===== src/rtl/spi_shader_loader.sv =====
// SPI initiator (CPOL=0, CPHA=1, MSB first) that turns a valid/ready byte stream into
// chip-select framed transfers for the shader receiver and returns the MISO bytes.
module spi_shader_loader #(
  parameter int unsigned CLK_DIV = 2,
  parameter int unsigned CS_GAP  = 2
) (
  input  logic       clk_i,
  input  logic       rst_i,
  input  logic [7:0] tx_data_i,
  input  logic       tx_mode_i,
  input  logic       tx_last_i,
  input  logic       tx_valid_i,
  output logic       tx_ready_o,
  output logic [7:0] rx_data_o,
  output logic       rx_valid_o,
  output logic       busy_o,
  output logic       spi_sclk_o,
  output logic       spi_mosi_o,
  input  logic       spi_miso_i,
  output logic       spi_cs_o,
  output logic       mode_o
);

  localparam int unsigned DivW = $clog2(CLK_DIV + 1);
  localparam int unsigned GapW = $clog2(CS_GAP + 1);
  localparam logic [DivW-1:0] DivLoad  = DivW'(CLK_DIV);
  localparam logic [DivW-1:0] DivEarly = DivW'(CLK_DIV - 1);
  localparam logic [DivW-1:0] DivOne   = DivW'(1);
  localparam logic [GapW-1:0] GapLoad  = GapW'(CS_GAP);
  localparam logic [GapW-1:0] GapOne   = GapW'(1);

  typedef enum logic [2:0] {StIdle, StSetup, StLead, StTrail, StWait, StHold, StGap} state_e;

  state_e          state_q, state_d;
  logic [DivW-1:0] div_q, div_d;
  logic [GapW-1:0] gap_q, gap_d;
  logic [2:0]      bit_q, bit_d;
  logic [7:0]      tx_sh_q, tx_sh_d;
  logic [7:0]      rx_sh_q, rx_sh_d;
  logic [7:0]      rx_data_q, rx_data_d;
  logic            rx_valid_q, rx_valid_d;
  logic            mosi_q, mosi_d;
  logic            mode_q, mode_d;
  logic            last_q, last_d;
  logic            mid_frame_byte_end;

  // Between bytes of a frame, the bit-0 TRAIL is shortened by one cycle so that the WAIT
  // accept cycle completes the byte slot; an unstalled frame then keeps 16*CLK_DIV per byte.
  assign mid_frame_byte_end = (bit_q == 3'd0) && !last_q;

  always_comb begin
    state_d    = state_q;
    div_d      = div_q;
    gap_d      = gap_q;
    bit_d      = bit_q;
    tx_sh_d    = tx_sh_q;
    rx_sh_d    = rx_sh_q;
    rx_data_d  = rx_data_q;
    rx_valid_d = 1'b0;
    mosi_d     = mosi_q;
    mode_d     = mode_q;
    last_d     = last_q;
    unique case (state_q)
      StIdle: begin
        if (tx_valid_i) begin
          state_d = StSetup;
          div_d   = DivLoad;
          tx_sh_d = tx_data_i;
          last_d  = tx_last_i;
          mode_d  = tx_mode_i;
          bit_d   = 3'd7;
        end
      end
      StSetup: begin
        if (div_q == DivOne) begin
          state_d = StLead;
          div_d   = DivLoad;
          mosi_d  = tx_sh_q[7];
        end else begin
          div_d = div_q - 1'b1;
        end
      end
      StLead: begin
        if (div_q == DivOne) begin
          rx_sh_d = {rx_sh_q[6:0], spi_miso_i};
          if (mid_frame_byte_end && (CLK_DIV == 32'd1)) begin
            state_d    = StWait;
            bit_d      = 3'd7;
            rx_valid_d = 1'b1;
            rx_data_d  = {rx_sh_q[6:0], spi_miso_i};
          end else begin
            state_d = StTrail;
            div_d   = mid_frame_byte_end ? DivEarly : DivLoad;
          end
        end else begin
          div_d = div_q - 1'b1;
        end
      end
      StTrail: begin
        if (div_q == DivOne) begin
          bit_d = bit_q - 3'd1;
          div_d = DivLoad;
          if (bit_q == 3'd0) begin
            rx_valid_d = 1'b1;
            rx_data_d  = rx_sh_q;
            state_d    = last_q ? StHold : StWait;
          end else begin
            state_d = StLead;
            tx_sh_d = {tx_sh_q[6:0], 1'b0};
            mosi_d  = tx_sh_q[6];
          end
        end else begin
          div_d = div_q - 1'b1;
        end
      end
      StWait: begin
        if (tx_valid_i) begin
          state_d = StLead;
          div_d   = DivLoad;
          tx_sh_d = tx_data_i;
          last_d  = tx_last_i;
          mosi_d  = tx_data_i[7];
        end
      end
      StHold: begin
        if (div_q == DivOne) begin
          state_d = StGap;
          gap_d   = GapLoad;
          mosi_d  = 1'b0;
        end else begin
          div_d = div_q - 1'b1;
        end
      end
      StGap: begin
        mosi_d = 1'b0;
        if (gap_q == GapOne) begin
          state_d = StIdle;
        end else begin
          gap_d = gap_q - 1'b1;
        end
      end
      default: begin
        state_d = StGap;
        gap_d   = GapLoad;
      end
    endcase
  end

  always_ff @(posedge clk_i) begin
    if (rst_i) begin
      state_q    <= StGap;
      div_q      <= '0;
      gap_q      <= GapLoad;
      bit_q      <= 3'd7;
      tx_sh_q    <= '0;
      rx_sh_q    <= '0;
      rx_data_q  <= '0;
      rx_valid_q <= 1'b0;
      mosi_q     <= 1'b0;
      mode_q     <= 1'b0;
      last_q     <= 1'b0;
    end else begin
      state_q    <= state_d;
      div_q      <= div_d;
      gap_q      <= gap_d;
      bit_q      <= bit_d;
      tx_sh_q    <= tx_sh_d;
      rx_sh_q    <= rx_sh_d;
      rx_data_q  <= rx_data_d;
      rx_valid_q <= rx_valid_d;
      mosi_q     <= mosi_d;
      mode_q     <= mode_d;
      last_q     <= last_d;
    end
  end

  assign tx_ready_o = (state_q == StIdle) || (state_q == StWait);
  assign busy_o     = (state_q != StIdle);
  assign spi_cs_o   = (state_q == StIdle) || (state_q == StGap);
  assign spi_sclk_o = (state_q == StLead);
  assign spi_mosi_o = mosi_q;
  assign mode_o     = mode_q;
  assign rx_data_o  = rx_data_q;
  assign rx_valid_o = rx_valid_q;

endmodule

===== config.mk =====
export PLATFORM = sky130hd
export DESIGN_NAME = spi_shader_loader
export DESIGN_NICKNAME = d
export VERILOG_FILES = /design/src/rtl/spi_shader_loader.sv
export SDC_FILE = /design/constraint.sdc
export NUM_CORES = 1
export LEC_CHECK = 0
export CAP_MARGIN = 20
export CORE_MARGIN = 2
export CORE_UTILIZATION = 30
export CTS_CLUSTER_DIAMETER = 150
export DETAILED_ROUTE_END_ITERATION = 8
export PLACE_DENSITY = 0.61
export SLEW_MARGIN = 25
export SYNTH_ARGS = -nofsm -noshare
export SYNTH_HDL_FRONTEND = slang
export SYNTH_SLANG_ARGS = --single-unit

===== constraint.sdc =====
create_clock -name clk_i -period 3.61 [get_ports clk_i]
set_clock_uncertainty 0.2 [all_clocks]
set_input_delay 0.5415 -clock clk_i [delete_from_list [all_inputs] [get_ports clk_i]]
set_output_delay 0.5415 -clock clk_i [all_outputs]
set_load 0.02 [all_outputs]

==> results.toml <==
[floorplan]
initial_core_util_pct = 30.5
die_w_um = 83.9
die-area_sq_mm = 0.00704
core-area_sq_mm = 0.00628
io_pins = 29
num_rows = 29
die_h_um = 83.9

[layout]
diodes = 0
drive_gt1_share_pct = 10.9
fin_cells = 325
layout.nets = 266
fin_area_sq_mm = 0.00236
mostFrequentLayoutCells = "38 x dfxtp_1, 32 x nand2_1, 28 x clkdlybuf4s50_1"
syn2layout_area_growth_pct = 23.4
final_common_cell = "dfxtp_1"
final_core_util_pct = 37.7

[power_and_ir_drop]
pwr-share-comb_pct = 28.3
cellLeakagePower_nw = 0.883
power_frac_seq_pct = 37.4
p_per_area_mw_per_mm2 = 538
power_frac_clock_pct = 34.3
switching_share_pct = 30.0
ir_worst_vdd_mv = 0.246
p_sw_mw = 0.382
p_int_mw = 0.890

[clocking]
post_cts_buffers = 0
clkLatencyLatePin_ps = 290
cts_tree = "built"
htree_levels = 2
numCtsBuffers = 5
ctsRootBufferMaster = "clkbuf_8"
ctsHoldBuffers = 0
clock-sinks = 38
cts-resized-gates = 0
cts_buffer_depth = 2
clk_pin_slew_ps = 80

[synth]
syn_area_per_cell_sq_um = 8.59
synthCells = 223
async_flop_share_pct = 0
synth-compound-area-share_pct = 21.9
synth_area_sq_mm = 0.00192
seq_area_frac_synth_pct = 39.7
synth_edf_count = 0
synth_top_family_by_area = "compound AO/OA/AOI/OAI gates"
synthFlopType = "dfxtp_1"
synth_simple_gate_area_share_pct = 21.3
ys_seq_elements = 38
synth_xor_xnor_area_share_pct = 0.914
muxShareOfSynthArea_pct = 5.75
synth_cell_types = 52
ys_warn_count = 0
synthAdderAreaFrac_pct = 3.27
syn_nets = 242

[placed_design]
hpwl_um = 2780
gp_congestion = 0.744
place_area_sq_mm = 0.00223
numPortBuffers = 28
dp_cells = 317

[detailed_routing]
finalWirelength_um = 4140
drt-initial-drc-count = 104
vias_per_cell = 4.95
drtAntennaViolNets = 0
vias = 1609
route.detailed.drc = 0
first_pass_iters = 4
wl_per_cell_um = 12.7

[setup_path]
ff2ff_path_depth = 5
crit_path_start_kind = "flop"
crit_required_ps = 2870
arrival_ps = 1930
worstPathMaxFanout = 32
ff2ff_setup_slack_ps = 1320
endpoint_kind = "primary output"
critPathKind = "flop to primary output"

[sta]
drv_slew = 0
tightestPinTransition_ps = 837
fmax_ghz = 0.375
rsz0062_at_grt = "no"
min_period_ps = 2670
period_share_pct = 73.9
finalSetupTns_ps = 0
max-slew-margin-rel_pct = 43.8
setup_viol = 0
hold_violations = 0

[job]
maxCapViolCount = 0

[hold_path]
min_path_cells = 2
hold_class = "flop to flop"

[grt]
track_usage_pct = 12.3
grt_pass1_vias = 1495
grt_max_degree = 33
grt_pass1_wl_um = 7040
grt_overflow = 0
antenna_found_initial = 0

[outcome]
status = "complete, no violations"
==> cells by family after synthesis <==
family / count (synthesis)
flops: 38
fa+ha+maj: 5
buf+inv: 24
mux: 11
compound gates: 56
xor+xnor: 2
simple gates: 87
==> layer usage <==
layer | global-route usage, % | share of wire [%] | vias to the layer above
met5 | 0 | 0 | -
met4 | 4.84 | 1.5 | 0
met3 | 3.36 | 4.0 | 8
met2 | 18.0 | 43 | 27
met1 | 17.2 | 52 | 740
li1 | - | - | 834
==> cells in the mapped netlist, types with 2 or more instances <==
master | number | area share, %
or3_1 | 2 | 0.65
and2_1 | 2 | 0.65
nand4_1 | 2 | 0.65
nor2_2 | 3 | 0.98
nand2_1 | 32 | 6.3
a211oi_1 | 3 | 1.2
o211ai_1 | 2 | 0.78
buf_2 | 5 | 1.3
xnor2_1 | 2 | 0.91
inv_1 | 7 | 1.4
a21oi_1 | 14 | 3.7
o21ai_0 | 10 | 2.6
nor3_1 | 5 | 1.3
a21o_1 | 2 | 0.78
ha_1 | 5 | 3.3
a21boi_0 | 2 | 0.78
a311oi_2 | 3 | 2.4
dfxtp_1 | 38 | 40
clkbuf_1 | 6 | 1.2
or2_2 | 2 | 0.65
nand3_1 | 4 | 1.0
nand2b_1 | 3 | 0.98
a311oi_1 | 5 | 2.3
buf_6 | 2 | 1.2
mux2i_1 | 11 | 5.7
nor2_1 | 25 | 4.9
==> stage by stage <==
stage / setup slack (ps) / total power [mW] / hold WS (ps)
after CTS: 937 / 1.29 / 266
after global routing: 820 / 1.35 / 293
final: 942 / 1.27 / 267
after global placement: 1230 / 0.840 / 247
after detailed placement: 1210 / 0.846 / 253
after floorplan: 1530 / 0.755 / 236
==> critical path: stages (launching register included) <==
cell,delay [ps]
dfxtp_1,310
buf_4,220
or2_2,300
a21oi_1,170
clkdlybuf4s50_1,630
==> area by class of cell <==
type / count / area (sq um)
flip-flops and latches: 38 / 761
clock buffers: 5 / 68.8
repair buffers: 34 / 325
clock inverters: 3 / 68.8
fillers: 658 / 3910
inverters: 7 / 26.3
multi-input cells: 161 / 1020
well taps: 77 / 96.3
==> path summary, 6_finish.rpt <==
kind,from,end
worst max-delay path,state_q[1]$_SDFFE_PP1P_,spi_cs_o
worst min-delay path,rx_sh_q[7]$_SDFFE_PP0P_,rx_sh_q[7]$_SDFFE_PP0P_
worst max register to register,div_q[0]$_SDFFE_PP0P_,tx_sh_q[4]$_SDFFE_PP0P_
worst min register to register,rx_sh_q[7]$_SDFFE_PP0P_,rx_sh_q[7]$_SDFFE_PP0P_
==> state kept, by name, indices dropped and copies added (netlist names) <==
register	flops
bit_q	3
div_q	2
gap_q	2
last_q	1
mode_o	1
rx_data_o	8
rx_sh_q	8
rx_valid_o	1
spi_mosi_o	1
state_q	3
tx_sh_q	8
==> power by group through the flow <==
stage / sequential (mW) / combinational (mW) / clock [mW]
after floorplan: 0.488 / 0.267 / 0
after global placement: 0.486 / 0.354 / 0
after detailed placement: 0.486 / 0.360 / 0
after CTS: 0.477 / 0.361 / 0.452
after global routing: 0.481 / 0.403 / 0.465
final: 0.476 / 0.360 / 0.436
(Power assumes the default switching activity.)
